### src/rtl/msg_uart_pkg.sv
// msg_uart_pkg: definitions shared by the message unit and the UART
// transmitter. It holds the transmitter state type and encodings, the default
// baud divider, and the ASCII codes the message unit uses to build its text.
package msg_uart_pkg;

    // 50 MHz / 115200 baud, rounded down
    localparam int unsigned CLKS_PER_BIT_DEFAULT = 434;

    typedef logic [1:0] uart_state_t;

    localparam uart_state_t ST_IDLE  = 2'd0;
    localparam uart_state_t ST_START = 2'd1;
    localparam uart_state_t ST_DATA  = 2'd2;
    localparam uart_state_t ST_STOP  = 2'd3;

    localparam logic [7:0] ASCII_F     = 8'h46;
    localparam logic [7:0] ASCII_I     = 8'h49;
    localparam logic [7:0] ASCII_M     = 8'h4D;
    localparam logic [7:0] ASCII_B     = 8'h42;
    localparam logic [7:0] ASCII_D     = 8'h44;
    localparam logic [7:0] ASCII_P     = 8'h50;
    localparam logic [7:0] ASCII_S     = 8'h53;
    localparam logic [7:0] ASCII_U     = 8'h55;
    localparam logic [7:0] ASCII_E     = 8'h45;
    localparam logic [7:0] ASCII_C     = 8'h43;
    localparam logic [7:0] ASCII_R     = 8'h52;
    localparam logic [7:0] ASCII_DASH  = 8'h2D;
    localparam logic [7:0] ASCII_HASH  = 8'h23;
    localparam logic [7:0] ASCII_1     = 8'h31;
    localparam logic [7:0] ASCII_2     = 8'h32;
    localparam logic [7:0] ASCII_3     = 8'h33;
    localparam logic [7:0] ASCII_4     = 8'h34;

endpackage

### src/rtl/msg_byte_fifo.sv
// msg_byte_fifo: synchronous byte FIFO that buffers message bytes ahead of the
// UART transmitter.
//   clk      : clock, rising edge
//   rst_n    : synchronous active-low reset (empties the FIFO, clears overflow)
//   wr_en    : write strobe; accepted only when not full
//   wr_data  : byte to append
//   rd_en    : pop strobe; honoured only when not empty
//   rd_data  : head byte (valid while not empty)
//   full     : DEPTH bytes held (registered)
//   empty    : no bytes held (registered)
//   level    : byte count (registered)
//   overflow : sticky, set the cycle after a write is dropped while full
// DEPTH must be a power of two (4..64) so the pointers wrap naturally.
module msg_byte_fifo #(
    parameter int unsigned DEPTH = 16
) (
    input  logic                     clk,
    input  logic                     rst_n,
    input  logic                     wr_en,
    input  logic [7:0]               wr_data,
    input  logic                     rd_en,
    output logic [7:0]               rd_data,
    output logic                     full,
    output logic                     empty,
    output logic [$clog2(DEPTH):0]   level,
    output logic                     overflow
);
    import msg_uart_pkg::*;

    localparam int unsigned AW = $clog2(DEPTH);
    localparam int unsigned LW = AW + 1;

    logic [7:0]    mem_q [DEPTH];
    logic [AW-1:0] wr_ptr_q, wr_ptr_d;
    logic [AW-1:0] rd_ptr_q, rd_ptr_d;
    logic [LW-1:0] level_q, level_d;
    logic          full_q, full_d;
    logic          empty_q, empty_d;
    logic          overflow_q, overflow_d;
    logic          push, pop;

    always_comb begin
        // Gating on the registered flags keeps a write at full dropped even
        // when the same edge pops.
        push       = wr_en & ~full_q;
        pop        = rd_en & ~empty_q;
        wr_ptr_d   = wr_ptr_q;
        rd_ptr_d   = rd_ptr_q;
        level_d    = level_q;
        overflow_d = overflow_q | (wr_en & full_q);
        if (push) wr_ptr_d = wr_ptr_q + AW'(1);
        if (pop)  rd_ptr_d = rd_ptr_q + AW'(1);
        case ({push, pop})
            2'b10:   level_d = level_q + LW'(1);
            2'b01:   level_d = level_q - LW'(1);
            default: level_d = level_q;
        endcase
        full_d  = (level_d == LW'(DEPTH));
        empty_d = (level_d == '0);
    end

    always_ff @(posedge clk) begin
        if (!rst_n) begin
            wr_ptr_q   <= '0;
            rd_ptr_q   <= '0;
            level_q    <= '0;
            full_q     <= 1'b0;
            empty_q    <= 1'b1;
            overflow_q <= 1'b0;
        end else begin
            wr_ptr_q   <= wr_ptr_d;
            rd_ptr_q   <= rd_ptr_d;
            level_q    <= level_d;
            full_q     <= full_d;
            empty_q    <= empty_d;
            overflow_q <= overflow_d;
        end
    end

    // Storage is not reset; the pointers define what is valid.
    always_ff @(posedge clk) begin
        if (rst_n && push) mem_q[wr_ptr_q] <= wr_data;
    end

    assign rd_data  = mem_q[rd_ptr_q];
    assign full     = full_q;
    assign empty    = empty_q;
    assign level    = level_q;
    assign overflow = overflow_q;

endmodule

### src/rtl/msg_uart_tx.sv
// msg_uart_tx: buffered 8N1 UART transmitter for the message unit.
//   clk_50M  : system clock, rising edge
//   rst_n    : synchronous active-low reset; aborts any frame, empties buffer
//   wr_en    : byte write strobe
//   wr_data  : ASCII byte to send
//   full     : buffer holds FIFO_DEPTH bytes
//   empty    : buffer holds no bytes
//   level    : buffered byte count
//   overflow : sticky, a write was dropped because the buffer was full
//   busy     : a frame is in progress
//   tx       : serial line, idle high, LSB first
module msg_uart_tx
    import msg_uart_pkg::*;
#(
    parameter int unsigned CLKS_PER_BIT = CLKS_PER_BIT_DEFAULT,
    parameter int unsigned FIFO_DEPTH   = 16
) (
    input  logic                          clk_50M,
    input  logic                          rst_n,
    input  logic                          wr_en,
    input  logic [7:0]                    wr_data,
    output logic                          full,
    output logic                          empty,
    output logic [$clog2(FIFO_DEPTH):0]   level,
    output logic                          overflow,
    output logic                          busy,
    output logic                          tx
);

    localparam int unsigned CNT_W = $clog2(CLKS_PER_BIT + 1);
    localparam logic [CNT_W-1:0] BIT_LAST = CNT_W'(CLKS_PER_BIT - 1);

    uart_state_t      state_q, state_d;
    logic [CNT_W-1:0] bit_cnt_q, bit_cnt_d;
    logic [2:0]       idx_q, idx_d;
    logic [7:0]       shift_q, shift_d;
    logic             tx_q, tx_d;
    logic             pop;
    logic             bit_done;
    logic [7:0]       fifo_rd_data;

    msg_byte_fifo #(
        .DEPTH (FIFO_DEPTH)
    ) u_fifo (
        .clk      (clk_50M),
        .rst_n    (rst_n),
        .wr_en    (wr_en),
        .wr_data  (wr_data),
        .rd_en    (pop),
        .rd_data  (fifo_rd_data),
        .full     (full),
        .empty    (empty),
        .level    (level),
        .overflow (overflow)
    );

    // tx_d always carries the level of the bit period being entered, so the
    // registered line changes exactly on bit-period boundaries.
    always_comb begin
        state_d   = state_q;
        bit_cnt_d = bit_cnt_q;
        idx_d     = idx_q;
        shift_d   = shift_q;
        tx_d      = tx_q;
        pop       = 1'b0;
        bit_done  = (bit_cnt_q == BIT_LAST);
        case (state_q)
            ST_IDLE: begin
                tx_d = 1'b1;
                if (!empty) begin
                    pop       = 1'b1;
                    shift_d   = fifo_rd_data;
                    state_d   = ST_START;
                    bit_cnt_d = '0;
                    tx_d      = 1'b0;
                end
            end
            ST_START: begin
                if (bit_done) begin
                    state_d   = ST_DATA;
                    bit_cnt_d = '0;
                    tx_d      = shift_q[0];
                end else begin
                    bit_cnt_d = bit_cnt_q + CNT_W'(1);
                end
            end
            ST_DATA: begin
                if (bit_done) begin
                    bit_cnt_d = '0;
                    if (idx_q == 3'd7) begin
                        state_d = ST_STOP;
                        idx_d   = '0;
                        tx_d    = 1'b1;
                    end else begin
                        idx_d   = idx_q + 3'd1;
                        shift_d = {1'b0, shift_q[7:1]};
                        tx_d    = shift_q[1];
                    end
                end else begin
                    bit_cnt_d = bit_cnt_q + CNT_W'(1);
                end
            end
            ST_STOP: begin
                if (bit_done) begin
                    state_d   = ST_IDLE;
                    bit_cnt_d = '0;
                    tx_d      = 1'b1;
                end else begin
                    bit_cnt_d = bit_cnt_q + CNT_W'(1);
                end
            end
            default: begin
                state_d   = ST_IDLE;
                bit_cnt_d = '0;
                idx_d     = '0;
                tx_d      = 1'b1;
            end
        endcase
    end

    always_ff @(posedge clk_50M) begin
        if (!rst_n) begin
            state_q   <= ST_IDLE;
            bit_cnt_q <= '0;
            idx_q     <= '0;
            shift_q   <= '0;
            tx_q      <= 1'b1;
        end else begin
            state_q   <= state_d;
            bit_cnt_q <= bit_cnt_d;
            idx_q     <= idx_d;
            shift_q   <= shift_d;
            tx_q      <= tx_d;
        end
    end

    assign busy = (state_q != ST_IDLE);
    assign tx   = tx_q;

endmodule

### config.mk
export PLATFORM = sky130hd
export DESIGN_NAME = msg_uart_tx
export DESIGN_NICKNAME = d
export VERILOG_FILES = /design/src/rtl/msg_uart_pkg.sv /design/src/rtl/msg_byte_fifo.sv /design/src/rtl/msg_uart_tx.sv
export SDC_FILE = /design/constraint.sdc
export NUM_CORES = 1
export LEC_CHECK = 0
export ABC_CLOCK_PERIOD_IN_PS = 6200
export CORE_MARGIN = 4
export CORE_UTILIZATION = 45
export CTS_CLUSTER_DIAMETER = 30
export DETAILED_ROUTE_END_ITERATION = 8
export HOLD_SLACK_MARGIN = 0.05
export PLACE_DENSITY_LB_ADDON = 0.12
export SLEW_MARGIN = 10
export SYNTH_ARGS = -nofsm -noshare
export SYNTH_HDL_FRONTEND = slang
export SYNTH_SLANG_ARGS = --single-unit
### constraint.sdc
create_clock -name clk_50M -period 6.2 [get_ports clk_50M]
set_input_delay 1.24 -clock clk_50M [delete_from_list [all_inputs] [get_ports clk_50M]]
set_output_delay 1.24 -clock clk_50M [all_outputs]
set_load 0.05 [all_outputs]
==> flow_metrics.tcl, run 1 <==
set metrics [dict create \
    coreArea_sq_um 15900 \
    post_drt_via_cell_ratio 5.37 \
    syn_inst 468 \
    drtIter0Drc 249 \
    finalSetupViolations 0 \
    crit_arrival_ps 4070 \
    route.met3.wl_um 537 \
    first_global_vias 4049 \
    ant_nets 0 \
    r2r_cells 12 \
    clk_path_buf_depth 2 \
    regArea_sq_um 4710 \
    max_stage_delay_ps 480 \
    outcome "finished, final reports clean" \
    maxCapViolations 0 \
    synth_top_family_by_area "multiplexers" \
    initial_core_util 0.460 \
    area.growth.synth_to_final_pct 12.3 \
    crit_buf_inv 2 \
    max-vdd-ir-drop_uv 221 \
    maxSlewHeadroom 0.287 \
    drive_gt1_frac 0.107 \
    cts_root_buf "clkbuf_16" \
    clkPwrFrac 0.302 \
    multi_input_area_sq_um 2390 \
    intPower_mw 2.19 \
    layout_common_cells "edfxtp_1 (128), dfxtp_1 (42), mux2i_1 (27)" \
    grt_max_degree 35 \
    syn_area_per_cell_sq_um 15.6 \
    synth-adder-area-share 0.0308 \
    htreeDepth 4 \
    synth.area.mux_share 0.145 \
    ys_async_sr_fraction 0 \
    synth_compound_area_frac 0.0572 \
    post-cts-setup-buffer-count 0 \
    grt_pass1_wl_mm 22.3 \
    fill_cells 1359 \
    drc_errors 0 \
    power_frac_comb 0.266 \
    cts_buffers 17 \
    skew_ps 9.23 \
    finalCritPeriodShare 0.598 \
    finalMaxSlewViolations 0 \
    required_ps 6570 \
    crit_path_max_fanout 9 \
    place_congestion 0.798 \
    hold_viol 0 \
    cts-resized-gates 0 \
    powerDensity_nw_per_um2 390 \
    layout.nets 520 \
    cts_sinks 171 \
    clk_latency_ps 430 \
    gr-total-overflow 0 \
    synthesis.area_sq_um 7310 \
    netSwitchingFraction 0.315 \
    seq_power_share 0.432 \
    synthXorXnorAreaFrac 0.0132 \
    cts_hold_buffers 0 \
    top_layer "met4" \
    hold_class "reg2reg" \
    seq_area_frac_synth 0.644 \
    die_x_um 135 \
    crit_type "in2reg" \
    layout_commonest_cell "edfxtp_1" \
    dpl.hpwl_mm 8.77 \
    antenna_found_initial 0 \
    period_minus_slack_ps 3710 \
    clock.fmax_ghz 0.270 \
    p_sw_mw 1.01 \
    cp-end-kind "flip-flop" \
    rsz0062_at_grt "no" \
    port_buffers 20 \
    worst_slew_pin_slew_ps 1070 \
    cts_tree "built" \
    synthSimpleGateAreaFrac 0.0815 \
    gr-usage-all-layers 0.164 \
    crit_path_start_kind "input pin" \
    syn_nets 497 \
    cpMostUsedCell "ha_1" \
    met1Wirelength_mm 6.09 \
    synth_seq_cells 171 \
    ios 21 \
    synth-edff-count 128 \
    wl_mm 13.8 \
    setup-tns-final_ps 0 \
    die_h_um 135 \
    via_count 3863 \
    hold_depth 2 \
    cp_slowest_cell "clkdlybuf4s50_1" \
    power.leakage_nw 2.76 \
    first_pass_iters 4 \
    fin_util 0.516 \
    clk_pin_slew_ps 60 \
    wl_met2_mm 6.98 \
    dieArea_sq_um 18300 \
    core.rowCount 46 \
    crit_chain "clkdlybuf4s50_1 -> nor2b_1 -> inv_1 -> ha_1 -> xor2_1 -> ha_1 -> a31o_2 -> a32oi_1 -> mux2i_1 -> o2111a_1" \
    synth_warnings 0 \
    yosys_most_used_dff "edfxtp_1" \
    cpLargestDelayFamily "compound AO/OA/AOI/OAI gates" \
    diodes 0 \
    ys_types 56 \
    path_depth 10 \
    wl_per_cell_um 19.2 \
]
[state kept, by name (all words and copies together) (netlist names), named ones only]
name	flops
u_fifo.wr_ptr_q	4
shift_q	8
u_fifo.empty	1
bit_cnt_q	9
idx_q	3
u_fifo.rd_ptr_q	4
u_fifo.overflow	1
state_q	2
u_fifo.full	1
u_fifo.mem_q	128
tx	1
u_fifo.level	5
[worst register-to-register path: stages (launching register included)]
cell      delay (ps)
dfxtp_1          340
inv_1            110
ha_1             360
nand2b_2         150
inv_1            220
ha_1             390
xor2_1           190
ha_1             210
o21a_1           120
o21ai_0           70
a32oi_1          260
mux2i_1          300
o2111a_1         210
[synth_stat cells, types with 3 or more instances]
library cell	n	share of area
nor3_1	5	0.0034
nor2b_1	12	0.010
o21a_1	3	0.0031
and2_1	12	0.010
ha_1	18	0.031
mux4_2	10	0.031
o21ai_0	11	0.0075
nand2_1	24	0.012
dfxtp_1	43	0.12
a21oi_1	12	0.0082
clkbuf_1	8	0.0041
nand3b_1	4	0.0041
inv_1	17	0.0087
a22o_1	7	0.0084
xor2_1	3	0.0036
nand4_1	3	0.0026
nand3_1	7	0.0048
buf_2	4	0.0027
edfxtp_1	128	0.53
and3_1	3	0.0026
mux2i_1	27	0.037
mux4_1	21	0.076
o21ai_1	8	0.0055
a21o_1	3	0.0031
xnor2_1	8	0.0096
a211oi_1	7	0.0072
nor2_1	24	0.012
[worst paths after layout]
kind / start / endpoint / slack [ps]
setup / recovery: wr_en / u_fifo.full / 2490
hold / removal: shift_q[4] / shift_q[4] / 450
setup reg to reg: state_q[0] / u_fifo.full / 3230
hold reg to reg: shift_q[4] / shift_q[4] / 450
[layout make-up]
class                      instances  share of cell area
clock inverter                    14              0.0139
clock buffer                      17              0.0519
multi-input combinational        260               0.292
tap                              216              0.0329
timing repair buffer              24              0.0281
sequential                       171               0.574
inverter                          17             0.00778
[power by group through the flow]
stage	clock [mW]	sequential, mW	combinational, mW
floorplan	0	1.46	0.600
global placement	0	1.40	0.845
detailed placement	0	1.41	0.860
CTS	0.991	1.38	0.864
global route	1.04	1.39	0.945
finish	0.967	1.38	0.850
[metal layers]
layer  vias up  global-route usage
met1      1918               0.208
li1       1852                   -
met5         -                   0
met4         0              0.0493
met2        77               0.277
met3        16              0.0435
[cell families (layout without fill, tap and decap cells)]
kind of cell	after synthesis	in the layout
flip-flops	171	171
multiplexers	59	59
buffers and inverters	37	72
AO/OA/AOI/OAI	63	63
AND/OR/NAND/NOR	109	109
XOR/XNOR	11	11
adder cells (fa/ha/maj)	18	18
[through the flow]
| stage | std cells | area [sq um] | worst slack [ps] | hold WS (ps) | power, mW |
|---|---|---|---|---|---|
| 2_1_floorplan | 468 | 7310 | 2840 | 427 | 2.06 |
| 3_3_place_gp | 688 | 7660 | 2140 | 439 | 2.25 |
| 3_5_place_dp | 688 | 7660 | 2060 | 443 | 2.27 |
| 4_1_cts | 719 | 8200 | 2490 | 453 | 3.24 |
| 5_1_grt | 719 | 8200 | 2250 | 474 | 3.38 |
| 6_report | 719 | 8200 | 2490 | 453 | 3.20 |
Power figures use the tool's default switching activity.
==> run 2, diff against run 1 <==
- ABC_CLOCK_PERIOD_IN_PS: 6200 -> 3450
- clock period: 6.2 -> 3.45 ns (I/O delays scaled with it)
==> flow_metrics.tcl, run 2 (synthesis gave the netlist of run 1 again) <==
set metrics [dict create \
    clk_pin_slew_ps 70 \
    layout_common_cells "edfxtp_1 (128), dfxtp_1 (42), mux2i_1 (27)" \
    crit_buf_inv 2 \
    cts_tree "built" \
    cts_hold_buffers 0 \
    intPower_mw 3.97 \
    gr-total-overflow 0 \
    htreeDepth 4 \
    crit_chain "inv_1 -> ha_1 -> nand2b_2 -> inv_1 -> ha_1 -> xor2_1 -> ha_1 -> o21a_1 -> o21ai_0 -> a32oi_1 -> mux2i_1 -> o2111a_1" \
    initial_core_util 0.460 \
    via_count 3965 \
    die_x_um 135 \
    min-delay-start "shift_q[2]" \
    largest_reg_flops 128 \
    max-vdd-ir-drop_uv 491 \
    ios 21 \
    die_h_um 135 \
    wl_per_cell_um 18.7 \
    skew_ps 9.97 \
    finalMaxSlewViolations 0 \
    cts_root_buf "clkbuf_16" \
    hold_end "shift_q[2]" \
    wl_mm 13.8 \
    core.rowCount 46 \
    clk_path_buf_depth 2 \
    crit_type "reg2reg" \
    drtIter0Drc 261 \
    netSwitchingFraction 0.320 \
    crit_path_start_kind "flip-flop" \
    top_register "u_fifo.mem_q" \
    gr-usage-all-layers 0.161 \
    crit_path_max_fanout 9 \
    stdcell_count 738 \
    rsz0062_at_grt "no" \
    dpl.hpwl_mm 8.90 \
    required_ps 3820 \
    antenna_found_initial 0 \
    cp-end-kind "flip-flop" \
    p_sw_mw 1.87 \
    cp_slowest_cell "ha_1" \
    rrSetupSlack_ps 470 \
    port_buffers 20 \
    max_stage_delay_ps 380 \
    maxCapViolations 0 \
    fin_util 0.527 \
    layout.nets 538 \
    power_frac_comb 0.256 \
    finalCritPeriodShare 0.863 \
    cts_buffers 17 \
    first_pass_iters 4 \
    cpMostUsedCell "ha_1" \
    cts-resized-gates 0 \
    cts_sinks 171 \
    hold_viol 0 \
    layout_commonest_cell "edfxtp_1" \
    grt_pass1_wl_mm 21.8 \
    worst_slew_pin_slew_ps 971 \
    seq_power_share 0.435 \
    timing.rr.end "u_fifo.full" \
    clk_latency_ps 430 \
    hold_class "reg2reg" \
    largestRegisters "u_fifo.mem_q (128), bit_cnt_q (9), shift_q (8)" \
    place_congestion 0.792 \
    coreArea_sq_um 15900 \
    clkPwrFrac 0.308 \
    hold_depth 2 \
    maxSlewHeadroom 0.348 \
    post_drt_via_cell_ratio 5.37 \
    setup-tns-final_ps 0 \
    power.leakage_nw 2.87 \
    finalSetupViolations 0 \
    drive_gt1_frac 0.140 \
    ant_nets 0 \
    first_global_vias 3880 \
    crit_arrival_ps 3350 \
    dieArea_sq_um 18300 \
    r2r_cells 12 \
    clock.fmax_ghz 0.336 \
    r2r-start "state_q[0]" \
    drc_errors 0 \
    diodes 0 \
    place_inst 706 \
    grt_max_degree 43 \
    cpLargestDelayFamily "adder cells" \
    period_minus_slack_ps 2980 \
    outcome "finished, final reports clean" \
    post-cts-setup-buffer-count 0 \
    area.growth.synth_to_final_pct 14.5 \
    powerDensity_nw_per_um2 698 \
]
-- run 2: cell types whose count changed in the layout (fill, tap and decap cells not counted), sizes merged --
cell,previous run,this run
inv,23,26
clkinv,6,4
buf,4,22
-- run 2: how the worst max path moves through the flow --
stage	startpoint	end	slack [ps]	depth (start not counted)
4_1_cts	state_q[0]	u_fifo.full	450	12
5_1_grt	state_q[0]	u_fifo.full	150	12
3_5_place_dp	wr_en	u_fifo.empty	280	11
6_report	state_q[0]	u_fifo.full	470	12
3_3_place_gp	wr_en	u_fifo.empty	360	11
2_1_floorplan	wr_en	u_fifo.full	640	11
-- run 2: worst register-to-register path, delay by kind of cell, from the launching register on --
family / cells / cell delay (ps)
xor gates and xnor gates: 1 / 190
DFF: 1 / 350
and+or+nand+nor: 1 / 150
AOI/OAI and AO/OA: 4 / 670
adders and majority gates: 3 / 960
buffers and inverters: 2 / 310
muxes: 1 / 300
-- run 2: area by class of cell --
cell class / instances / area, sq um
clock inverters: 15 / 128
fillers: 1339 / 7520
inverters: 17 / 63.8
flip-flops and latches: 171 / 4710
repair buffers: 42 / 378
multi-input cells: 260 / 2390
well taps: 216 / 270
clock buffers: 17 / 425
-- run 2: metal layers --
layer / routed length [um] / track usage
met1: 6540 / 0.215
met2: 6670 / 0.260
met3: 408 / 0.0383
met4: 210 / 0.0594
met5: 0 / 0
-- run 2: power groups by stage --
| stage | registers [mW] | logic [mW] | clock network [mW] |
|---|---|---|---|
| 2_1_floorplan | 2.63 | 1.08 | 0 |
| 3_3_place_gp | 2.59 | 1.48 | 0 |
| 3_5_place_dp | 2.59 | 1.50 | 0 |
| 4_1_cts | 2.55 | 1.51 | 1.84 |
| 5_1_grt | 2.57 | 1.64 | 1.93 |
| 6_report | 2.54 | 1.50 | 1.80 |
-- run 2: stage by stage --
| stage | area (sq um) | hold WS [ps] | power (mW) | setup WS (ps) |
|---|---|---|---|---|
| final | 8360 | 453 | 5.84 | 471 |
| after global routing | 8360 | 477 | 6.14 | 152 |
| after floorplan | 7310 | 427 | 3.71 | 637 |
| after global placement | 7810 | 445 | 4.06 | 356 |
| after detailed placement | 7810 | 445 | 4.09 | 280 |
| after CTS | 8360 | 455 | 5.90 | 447 |
==> RTL change, RTL diff (flow settings as in run 2) <==
The parameter `FIFO_DEPTH` goes from 16 to 32.
--- a/src/rtl/msg_uart_tx.sv
+++ b/src/rtl/msg_uart_tx.sv
@@ -13,7 +13,7 @@
     import msg_uart_pkg::*;
 #(
     parameter int unsigned CLKS_PER_BIT = CLKS_PER_BIT_DEFAULT,
-    parameter int unsigned FIFO_DEPTH   = 16
+    parameter int unsigned FIFO_DEPTH   = 32
 ) (
     input  logic                          clk_50M,
     input  logic                          rst_n,
Interface: changed (resized level); port bits go from 21 to 22. The function was not compared with the original's and may differ.
==> RTL change against run 2 <==
Global-route usage grew 2.5 points; setup slack lost 47 ps; synthesized area grew 70%; cell area grew 84%; largest cell class unchanged; highest routed layer unchanged; register-to-register slack gained 150 ps; sequential share of layout area shrank 0.25 points; total power grew 110%; sequential cell count grew 132; routed wire length grew 100%; hold slack gained 17 ps.
==> RTL change: results (changes against run 2) <==
[status] outcome finished, final reports clean
[detailed_routing] Routed WL per cell 21.6 um [+15%]
[clocking] depth of the CTS H-tree 2 [-2]
[placement] total placed cells including tap cells 1197 [+70%]
[grt] maximum number of pins on one net before global-route repair 35 [-19%]
[clocking] register clock-pin slew on the reported worst setup and hold paths 50 ps [-20 ps]
[placement] number of I/O port buffers 21 [+5.0%]
[logic_synthesis] count of distinct cell types in the synthesized netlist 61 [+8.9%]
[cells_and_area] share of cells above drive strength 1 22.5% [+8.5 points]
[placement] half-perimeter wire length of the detailed placement result 17.7 mm [+99%]
[detailed_routing] number of detailed-route iterations in the first pass 5 [+1]
[placement] worst slack at placement 238 ps [-42.2 ps]
[logic_synthesis] ranking of synthesized cells by area edfxtp_1, mux4_2, dfxtp_1
[timing] Tightest Pin Transition 883 ps [-87.9 ps]
[grt] vias in the first global route 7435 [+92%]
[setup_path] Critical Path Slowest Stage Cell clkdlybuf4s50_1
[detailed_routing] overall routed net length 28.2 mm [+100%]
[clocking] number of buffers created by CTS 60 [+43]
[logic_synthesis] most used standard cells in the synthesized netlist edfxtp_1, nor2_1, nand2_1
[placement] global placer's final weighted congestion 0.821 [+3.7%]
[grt] overall global routing resource usage 18.6% [+2.5 points]
[timing] final period utilization 87.7% [+1.4 points]
[setup_path] delay of the slowest cell on the worst path 840 ps [+460 ps]
[min_path] start point of the worst hold path idx_q[0]$_SDFFE_PN0P_
[detailed_routing] number of DRC markers in iteration 0 560 [+110%]
[logic_synthesis] net count after synthesis 817 [+64%]
[setup_path] data arrival time of the critical path 2340 ps [-1010 ps]
-- RTL change: cell count changes in the layout (fill, tap and decap cells not counted), sizes merged, moves of 13 or more --
| cell | delta |
|---|---|
| a21oi | +13 |
| a22oi | +14 |
| buf | +36 |
| clkbuf | +52 |
| edfxtp | +128 |
| mux2i | +27 |
| nand2 | +38 |
| nor2 | +45 |
-- RTL change: stage by stage --
step	hold WS [ps]	instance area [sq um]	util [%]
after floorplan	436	12500	-
after global placement	441	13400	49.3
after detailed placement	468	13400	49.3
after CTS	475	15400	56.9
after global routing	485	15400	56.9
final	470	15400	56.9
-- RTL change: final cells by class --
cell class	count	area (sq um)
clock buffers	69	1560
clock inverters	40	503
fillers	2094	11700
inverters	13	48.8
multi-input cells	430	3520
flip-flops and latches	303	8640
well taps	372	465
repair buffers	79	683
-- RTL change: metal layers --
metal	global-route usage, %	vias up	share of wire (%)	wire (um)
li1	-	3288	-	-
met1	25.6	3668	44	12300
met2	30.0	242	48	13500
met3	3.89	55	6.1	1720
met4	5.64	0	2.2	627
met5	0	-	0	0
-- RTL change: kinds of logic after synthesis --
group	Yosys count	synth area share, %
flops	303	69.3
fa+ha+maj	17	1.71
xor+xnor	12	0.844
compound gates	102	5.81
buf+inv	56	2.41
simple gates	200	7.74
mux	99	12.2
-- RTL change: power by group --
part	total [W]	internal [W]	switching, W
Clock	0.00576	0.00390	0.00186
Sequential	0.00434	0.00412	0.000220
Combinational	0.00201	0.000859	0.00115
Total	0.0121	0.00889	0.00323
-- RTL change: worst min-delay path by stage --
stage | end | slack (ps) | depth (start not counted)
floorplan | idx_q[1]$_SDFFE_PN0P_ | 440 | 2
global placement | idx_q[1]$_SDFFE_PN0P_ | 440 | 2
global route | idx_q[0]$_SDFFE_PN0P_ | 490 | 2
finish | idx_q[0]$_SDFFE_PN0P_ | 470 | 2
detailed placement | idx_q[0]$_SDFFE_PN0P_ | 470 | 2
CTS | idx_q[0]$_SDFFE_PN0P_ | 470 | 2
-- RTL change: tightest hold or removal path: stages (launching register included) --
cell,delay [ps]
dfxtp_1,310
nand2_1,50
a21oi_1,50
